**src/rtl/hazard_sched.sv**
```systemverilog
// rtl/hazard_sched.sv - pipeline hazard unit with multiply/divide busy tracker
// Optional feature macro: HAZARD_SCHED_PERF_EN adds a 32-bit stall cycle counter (stall_cnt).
module hazard_sched #(
  parameter int MULT_CYCLES = 4,
  parameter int DIV_CYCLES  = 32
) (
  input  logic       clk,
  input  logic       rst,
  input  logic [4:0] rs_d,
  input  logic [4:0] rt_d,
  input  logic       branch_d,
  input  logic       j_src_d,
  input  logic       hilo_use_d,
  input  logic [4:0] rs_e,
  input  logic [4:0] rt_e,
  input  logic [4:0] rf_wae,
  input  logic       we_rege,
  input  logic [1:0] dm2rege,
  input  logic       mdu_start,
  input  logic       mdu_div,
  input  logic [4:0] rf_wam,
  input  logic       we_regm,
  input  logic [1:0] dm2regm,
  input  logic [4:0] rf_waw,
  input  logic       we_regw,
  output logic       stall_f,
  output logic       stall_d,
  output logic       flush_e,
  output logic       forward_ad,
  output logic       forward_bd,
  output logic [1:0] forward_ae,
  output logic [1:0] forward_be,
  output logic       mdu_busy,
  output logic       mdu_done
`ifdef HAZARD_SCHED_PERF_EN
  ,
  output logic [31:0] stall_cnt
`endif
);

  typedef enum logic [1:0] {
    IDLE = 2'd0,
    BUSY = 2'd1,
    DONE = 2'd2
  } state_t;

  // Counter preload is two less than the total: the accept cycle and the DONE cycle are not counted down.
  localparam logic [5:0] MULT_LOAD = 6'(MULT_CYCLES - 2);
  localparam logic [5:0] DIV_LOAD  = 6'(DIV_CYCLES - 2);

  state_t     state_q, state_d;
  logic [5:0] cnt_q, cnt_d;
  logic       load_use_stall;
  logic       branch_stall;
  logic       hilo_stall;
  logic       stall;

  // Execute-stage operand forwarding: Memory result has priority over Writeback.
  always_comb begin
    forward_ae = 2'b00;
    forward_be = 2'b00;
    if (rs_e != 5'd0 && rs_e == rf_wam && we_regm) forward_ae = 2'b10;
    else if (rs_e != 5'd0 && rs_e == rf_waw && we_regw) forward_ae = 2'b01;
    if (rt_e != 5'd0 && rt_e == rf_wam && we_regm) forward_be = 2'b10;
    else if (rt_e != 5'd0 && rt_e == rf_waw && we_regw) forward_be = 2'b01;
  end

  // Decode comparator forwarding and the three stall sources.
  always_comb begin
    forward_ad     = (rs_d != 5'd0) && (rs_d == rf_wam) && we_regm;
    forward_bd     = (rt_d != 5'd0) && (rt_d == rf_wam) && we_regm;
    load_use_stall = (dm2rege == 2'b01) && (rf_wae != 5'd0) &&
                     ((rf_wae == rs_d) || (rf_wae == rt_d));
    branch_stall   = 1'b0;
    // A branch compares both sources; a jr only reads rs.
    if (branch_d && ((we_rege && rf_wae != 5'd0 && (rf_wae == rs_d || rf_wae == rt_d)) ||
                     (dm2regm == 2'b01 && rf_wam != 5'd0 && (rf_wam == rs_d || rf_wam == rt_d))))
      branch_stall = 1'b1;
    if (j_src_d && ((we_rege && rf_wae != 5'd0 && rf_wae == rs_d) ||
                    (dm2regm == 2'b01 && rf_wam != 5'd0 && rf_wam == rs_d)))
      branch_stall = 1'b1;
    hilo_stall = hilo_use_d && ((state_q == BUSY) || mdu_start);
    stall      = load_use_stall || branch_stall || hilo_stall;
    stall_f    = stall;
    stall_d    = stall;
    flush_e    = stall;
  end

  // MDU next-state: a start is only taken from IDLE or DONE, so BUSY ignores it.
  always_comb begin
    state_d = state_q;
    cnt_d   = cnt_q;
    case (state_q)
      IDLE: begin
        if (mdu_start) begin
          state_d = BUSY;
          cnt_d   = mdu_div ? DIV_LOAD : MULT_LOAD;
        end
      end
      BUSY: begin
        if (cnt_q == 6'd0) state_d = DONE;
        else cnt_d = cnt_q - 6'd1;
      end
      DONE: begin
        if (mdu_start) begin
          state_d = BUSY;
          cnt_d   = mdu_div ? DIV_LOAD : MULT_LOAD;
        end else begin
          state_d = IDLE;
        end
      end
      default: begin
        state_d = IDLE;
        cnt_d   = 6'd0;
      end
    endcase
  end

  // MDU state and countdown registers.
  always_ff @(posedge clk or posedge rst) begin
    if (rst) begin
      state_q <= IDLE;
      cnt_q   <= 6'd0;
    end else begin
      state_q <= state_d;
      cnt_q   <= cnt_d;
    end
  end

  assign mdu_busy = (state_q == BUSY);
  assign mdu_done = (state_q == DONE);

`ifdef HAZARD_SCHED_PERF_EN
  logic [31:0] stall_cnt_q, stall_cnt_d;

  // Stall cycle count; wraps naturally at 32 bits.
  always_comb begin
    stall_cnt_d = stall_cnt_q;
    if (stall) stall_cnt_d = stall_cnt_q + 32'd1;
  end

  // Stall counter register.
  always_ff @(posedge clk or posedge rst) begin
    if (rst) stall_cnt_q <= 32'd0;
    else stall_cnt_q <= stall_cnt_d;
  end

  assign stall_cnt = stall_cnt_q;
`endif

endmodule

```
**config.mk**
```make
export PLATFORM = sky130hd
export DESIGN_NAME = hazard_sched
export DESIGN_NICKNAME = d
export VERILOG_FILES = /design/src/rtl/hazard_sched.sv
export SDC_FILE = /design/constraint.sdc
export NUM_CORES = 1
export LEC_CHECK = 0
export ABC_AREA = 1
export BUFFER_PORTS_ARGS = -buffer_cell sky130_fd_sc_hd__clkbuf_2
export CORE_ASPECT_RATIO = 2
export CORE_MARGIN = 2
export CORE_UTILIZATION = 48
export CTS_BUF_LIST = sky130_fd_sc_hd__clkbuf_2
export DETAILED_ROUTE_END_ITERATION = 10
export GPL_ROUTABILITY_DRIVEN = 0
export GPL_TIMING_DRIVEN = 0
export PLACE_DENSITY = 0.82
export SYNTH_ARGS = -nofsm -noshare
export SYNTH_HDL_FRONTEND = slang
export SYNTH_SLANG_ARGS = --single-unit
```
**constraint.sdc**
```tcl
create_clock -name clk -period 1.5 [get_ports clk]
set_clock_uncertainty 0.1 [all_clocks]
set_input_delay 0.225 -clock clk [delete_from_list [all_inputs] [get_ports clk]]
set_output_delay 0.225 -clock clk [all_outputs]
set_load 0.05 [all_outputs]
```
==> reports/qor.txt, run 1 <==
Status = aborted with a tool error
Last stage reached = global routing
Run Error = [ERROR GRT-0232] Routing congestion too high. Check the congestion heatmap in the GUI.
WEP type = output port
CTS buffer count = 3
Top cell type's share of synthesized area = 0.197
Post-synth top cells = 67 x nand2_1, 36 x inv_1, 27 x nor2_1, 15 x nand3_1, 8 x dfrtp_1
Mux cell area share after synthesis = 0
Top_reg_cell synth = dfrtp_1
Ys async rst share = 1.00
Most common cell in the synthesized netlist = nand2_1
Post-DP HPWL = 3230 um
Synthesized area = 0.00128 mm^2
Synth Area in Adders = 0.0196
Post-synthesis simple-gate area fraction = 0.459
Die span in y = 77.0 um
Ports = 60
Initial Util = 0.503
CTS H-tree lvls = 1
Largest family of logic cells by synthesized area = simple AND/OR/NAND/NOR gates
Unique masters post-synth = 32
Post-synth EDFFs = 0
Total GRT Usage = 0.718
Grt ovf = 20
Synth area leaders = nand2_1 20%, dfrtp_1 16%, inv_1 11%
Syn_area_per_cell = 5.65 um^2
Synthesized instance count = 226
Seq/Total Area, Yosys = 0.157
Synth Area in XOR/XNOR = 0.0960
Largest net degree at the start of global routing = 11
Net count of the mapped netlist = 277
Number of synthesized register bits = 8
Yosys warns = 0
GRT worst endpoint = stall_f
Max Buffers Root-to-Sink = 2
# rows = 26
Input/output buffers = 59
Die width = 40.5 um
Root buf cell = clkbuf_2
Area leader, netlist = nand2_1
Compound-Gate Fraction of Synth Area = 0.136
Clock Sinks = 8
-- per-layer routing --
metal / track usage / GRT overflow
met1: 0.671 / 1
met2: 0.889 / 12
met3: 0.535 / 0
met4: 0.760 / 7
met5: 0.0227 / 0
-- per-stage QoR --
stage           util  TNS [ns]  area, um^2  std cells  setup WS, ns
2_1_floorplan      -    -0.802        1430        226        -0.212
3_3_place_gp   0.693     -2.39        1760        313        -0.437
3_5_place_dp   0.693     -2.55        1760        313        -0.445
4_1_cts        0.858     -1.13        2180        322        -0.345
-- cell families after synthesis --
logic type,after synthesis
simple gates,131
buf+inv,43
fa+ha+maj,2
xor+xnor,14
flops,8
compound gates,28
-- what timing repair did --
item,in CTS
pin swaps,17
hold endpoints to repair,8
endpoints found under the setup margin,15
hold buffers,1
buffers inserted,5
resized for setup,76
==> run 2, diff against run 1 <==
CORE_AREA = 2 2 63 65   (was not set)
CORE_ASPECT_RATIO = not set   (was 2)
CORE_MARGIN = not set   (was 2)
CORE_UTILIZATION = not set   (was 48)
CTS_BUF_LIST = not set   (was sky130_fd_sc_hd__clkbuf_2)
DIE_AREA = 0 0 65 67   (was not set)
PLACE_DENSITY = not set   (was 0.82)
PLACE_DENSITY_LB_ADDON = 0.15   (was not set)
==> run 2 against run 1 <==
Effect of this change:
- the flow now finishes, with violations (negative setup slack)
- area after synthesis is the same
- synthesized cell count unchanged
==> reports/qor.txt, run 2 <==
Status = complete, but fails checks
Failing checks = negative setup slack
Worst skew pair latency = 0.23 ns
Core footprint = 0.00361 mm^2
Seq/Total Area, Yosys = 0.157
Ys async rst share = 1.00
Syn-to-layout area delta = 85.0%
Yosys warns = 0
Antenna diodes = 0
DRT Wirelength = 3980 um
Final setup vio count = 6
Max Clk Rate = 550 MHz
Clk pwr share = 0.119
Switching fraction of total power = 0.450
Fin. Hold Viols = 0
Commonest non-fill, non-tap cell in the layout = nand2_1
Worst Tran Pin Value = 0.379 ns
Most common cell in the synthesized netlist = nand2_1
Pre-CTS WS = -0.431 ns
Max reg flops = 6
Clock Sinks = 8
Period utilisation layout = 1.21
Critical path endpoint category = output port
Synth area leaders = nand2_1 20%, dfrtp_1 16%, inv_1 11%
Critical path peak fanout = 3
Layout fillers = 320
Final Power = 2.23 mW
Placed cell count = 333
Sequential Power Share = 0.183
Drt pass-1 iters = 4
Critical Path RT = 1.17 ns
Max Buffers Root-to-Sink = 2
Die width = 65 um
Worst R2R Setup Slack = 0.04 ns
PwrDens = 944 mW/mm^2
Hold EP = state_q[0]
Design area = 0.00236 mm^2
Final #Nets = 351
Post-synth top cells = 67 x nand2_1, 36 x inv_1, 27 x nor2_1, 15 x nand3_1, 8 x dfrtp_1
Post-Route Utilization = 0.655
CTS H-tree lvls = 1
Post-DP HPWL = 2970 um
Clock transition at path regs = 0.04 ns
Share of cells above drive strength 1 = 0.456
Input/output buffers = 59
Critical path class = reg -> out
Max Slew Vio Count = 0
Leak = 1.20 nW
Ports = 60
Arrival time at the worst endpoint = 1.49 ns
Vias in the first global route = 1559
Reg2Reg Capture Point = cnt_q[5]
Slew headroom = 0.746
Initial Util = 0.354
Area leader, netlist = nand2_1
NetSw = 1.00 mW
Synthesized instance count = 226
Largest Register = cnt_q
First-pass GRT wire length = 6430 um
Largest net degree at the start of global routing = 11
DRC = 0
Antenna violations before repair = 0
Routed vias/inst = 4.82
Syn_area_per_cell = 5.65 um^2
Root buf cell = clkbuf_8
Die span in y = 67 um
Register area = 201 um^2
# rows = 22
Setup ws final = -0.317 ns
Vias post-DR = 1667
Met3 GRT Util = 0.0304
Hold Path Depth = 3
Most frequent cells in the layout = 61 x nand2_1, 29 x clkbuf_2, 24 x inv_1
Antenna viol nets, final = 0
GRT Max-Usage Layer = met2
CTS tree = yes
Startpoint Class = flip-flop
Grt ovf = 0
Top_reg_cell synth = dfrtp_1
Fin crit period = 1.82 ns
Final Hold Slack = 0.197 ns
Multi-input gate area = 0.00115 mm^2
Max rail drop VDD = 0.443 mV
Area post-placement = 0.00178 mm^2
CTS buffer count = 3
Hold WC Path Type = in -> reg
Met1 usage = 0.214
Synthesized area = 0.00128 mm^2
Worst r2r src = cnt_q[0]
Die area = 0.00436 mm^2
Met2 Track Usage GR = 0.356
Total GRT Usage = 0.190
Internal = 1.23 mW
Post-synth EDFFs = 0
Drt wl/cell = 11.5 um
Final cell count without fillers = 346
R2R depth = 7
Largest regs = cnt_q x6, state_q x2
Setup TNS = -0.950 ns
Top cell type's share of synthesized area = 0.197
Drt initial violations = 50
Unique masters post-synth = 32
Worst hold start = mdu_start
Number of synthesized register bits = 8
Unrepaired setup endpoints after global routing = true
Comb pwr share = 0.698
Net count of the mapped netlist = 277
Max-cap viol count = 0
-- run 2: cell counts after synthesis --
Identical to the previous run, type by type.
-- run 2: worst max path at each step --
stage                           from      end  slack [ns]  cells past startpoint
after CTS                 state_q[0]  stall_f       -0.36                      7
after floorplan           state_q[0]  stall_d       -0.21                      6
final                     state_q[1]  stall_d       -0.32                      8
after global placement     rf_wam[0]  stall_f       -0.43                     13
after global routing      state_q[1]  stall_f       -0.40                      8
after detailed placement   rf_wam[4]  stall_f       -0.43                     13
-- run 2: critical path: stages (launching register included) --
cell,delay [ns]
dfrtp_1,0.36
inv_2,0.06
nand2_4,0.08
inv_6,0.03
o21a_1,0.17
a21oi_2,0.15
nand3_4,0.11
buf_8,0.13
clkbuf_16,0.16
-- run 2: power by group through the flow --
stage	clock network [mW]	logic (mW)	registers (mW)
detailed placement	0	1.12	0.408
global route	0.281	1.71	0.419
CTS	0.274	1.38	0.404
finish	0.266	1.56	0.408
floorplan	0	0.852	0.392
global placement	0	1.09	0.407
-- run 2: what timing repair did --
action                                  4_1_cts  5_1_grt
buffers inserted                              3        6
endpoints found under the setup margin       16       16
endpoints found under the hold margin         8        0
hold buffers                                  1        0
pin swaps                                    13       13
gates resized for setup                      62       48
-- run 2: cell type report --
class,count,area share
Buffer,2,0.0127
Inverter,41,0.0842
Clock buffer,3,0.0175
Timing Repair Buffer,69,0.290
Sequential cell,8,0.0852
Tap cell,48,0.0254
Multi-Input combinational cell,175,0.485
-- run 2: logic make-up after synthesis --
logic type	after synthesis	share of synthesized area
compound gates	28	0.136
xor+xnor	14	0.0960
fa+ha+maj	2	0.0196
buf+inv	43	0.132
flops	8	0.157
simple gates	131	0.459
-- run 2: metal layers --
layer  part of all wire  vias up  wire, um
met5                  0        -         0
met4              0.016        0        65
met3              0.041        7       163
met2               0.51       44      2040
met1               0.43      747      1700
li1                   -      869         -
No activity file was read; power rests on OpenSTA's default activity.
==> run 3, diff against run 2 <==
CORE_AREA = 5 5 66 68   (was 2 2 63 65)
DIE_AREA = 0 0 71 73   (was 0 0 65 67)
==> run 3 against run 2 <==
Effect of this change:
- the flow still finishes with violations (negative setup slack)
- via count fell by 3.7%
- final area fell by 2.6%
- non-clock buffer count fell by 1
- combinational power barely moved
==> reports/qor.txt, run 3 (synthesis gave the netlist of run 2 again) <==
Pre-CTS WS = -0.433 ns
Total GRT Usage = 0.157
Sequential Power Share = 0.186
Reg2Reg Capture Point = cnt_q[5]
Fin. Hold Viols = 0
Slew headroom = 0.770
Critical path endpoint category = output port
First-pass GRT wire length = 6780 um
Max Buffers Root-to-Sink = 2
Clock Sinks = 8
Final #Nets = 350
Vias in the first global route = 1615
Most frequent cells in the layout = 60 x nand2_1, 32 x clkbuf_2, 24 x inv_1
PwrDens = 968 mW/mm^2
Drt initial violations = 48
Worst r2r src = cnt_q[0]
Leak = 1.18 nW
Max reg flops = 6
Grt ovf = 0
Initial Util = 0.336
DRC = 0
Hold WC Path Type = in -> reg
Commonest non-fill, non-tap cell in the layout = nand2_1
Setup TNS = -1.02 ns
Crit-path max cell delay = 0.42 ns
Ports = 60
Max-cap viol count = 0
Share of cells above drive strength 1 = 0.444
Drt wl/cell = 11.5 um
Largest net degree at the start of global routing = 11
Critical Path End = flush_e
Worst R2R Setup Slack = 0.07 ns
DRT Wirelength = 3980 um
Startpoint Class = flip-flop
Root buf cell = clkbuf_8
Largest regs = cnt_q x6, state_q x2
R2R depth = 6
Antenna diodes = 0
Placed cell count = 335
Multi-input gate area = 0.00113 mm^2
Internal = 1.22 mW
Post-Route Utilization = 0.606
CP Launch Point = state_q[0]
Comb pwr share = 0.693
Antenna violations before repair = 0
Worst skew pair latency = 0.23 ns
Worst-path cell chain = nand2_4, inv_6, o21a_1, a21oi_2, nand3_4, buf_4, buf_8
NetSw = 1.01 mW
Critical path class = reg -> out
Worst hold start = mdu_start
Critical Path RT = 1.17 ns
# rows = 23
Worst Tran Pin Value = 0.342 ns
Final cell count without fillers = 347
Die area = 0.00518 mm^2
Period utilisation layout = 1.22
Die width = 71 um
Register area = 201 um^2
Routed vias/inst = 4.63
Layout fillers = 357
Syn-to-layout area delta = 80.2%
Fin crit period = 1.83 ns
Die span in y = 73 um
Failing checks = negative setup slack
Max rail drop VDD = 0.464 mV
Post-DP HPWL = 3120 um
Largest Register = cnt_q
Antenna viol nets, final = 0
Input/output buffers = 59
CTS buffer count = 3
Switching fraction of total power = 0.453
Final setup vio count = 5
CTS H-tree lvls = 1
Core footprint = 0.00380 mm^2
Max Clk Rate = 546 MHz
Critical path peak fanout = 3
Clock transition at path regs = 0.04 ns
Final Hold Slack = 0.178 ns
Arrival time at the worst endpoint = 1.51 ns
Slowest CP cell = dfrtp_2
Clk pwr share = 0.120
Drt pass-1 iters = 4
Vias post-DR = 1605
Unrepaired setup endpoints after global routing = true
CTS tree = yes
Max Slew Vio Count = 0
Status = complete, but fails checks
Setup ws final = -0.333 ns
[run 3: stage by stage]
stage	power (mW)	instance area (um^2)
finish	2.23	2300
global route	2.39	2300
CTS	2.00	2150
detailed placement	1.52	1790
global placement	1.50	1790
floorplan	1.24	1430
[run 3: repair_timing]
action / 4_1_cts / 5_1_grt
hold buffers: 1 / 0
setup endpoints to repair: 14 / 16
resized for setup: 56 / 45
hold endpoints to repair: 8 / 0
setup buffers: 3 / 5
pin swaps: 16 / 14
[run 3: power groups by stage]
stage               combinational, mW  sequential (mW)  clock (mW)
global route                     1.68            0.430       0.281
global placement                 1.09            0.408           0
floorplan                       0.852            0.392           0
finish                           1.54            0.415       0.268
detailed placement               1.11            0.411           0
CTS                              1.32            0.405       0.270
[run 3: area by class of cell]
type,count,share of cell area
Timing Repair Buffer,68,0.279
Tap cell,50,0.0272
Inverter,41,0.0853
Multi-Input combinational cell,175,0.490
Buffer,2,0.0130
Clock buffer,3,0.0179
Sequential cell,8,0.0875
[run 3: how the worst min path moves through the flow]
stage | slack [ns] | depth (start not counted) | to
floorplan | -0.06 | 1 | cnt_q[0]
global placement | 0.07 | 2 | cnt_q[3]
detailed placement | 0.07 | 2 | cnt_q[3]
CTS | 0.19 | 3 | state_q[0]
global route | 0.22 | 3 | state_q[0]
finish | 0.18 | 3 | state_q[0]
[run 3: worst max-delay path, delay by kind of cell (launching register included)]
family | cells | cell delay [ns]
buffers and inverters | 3 | 0.32
DFF | 1 | 0.42
AOI/OAI and AO/OA | 2 | 0.32
and+or+nand+nor | 2 | 0.20
[run 3: per-layer routing]
metal | GRT usage | routed length (um) | vias up | part of all wire
met3 | 0.0234 | 143 | 5 | 0.036
li1 | - | - | 864 | -
met2 | 0.290 | 2140 | 30 | 0.54
met1 | 0.190 | 1660 | 706 | 0.42
met5 | 0 | 0 | - | 0
met4 | 0.0418 | 38 | 0 | 0.0096
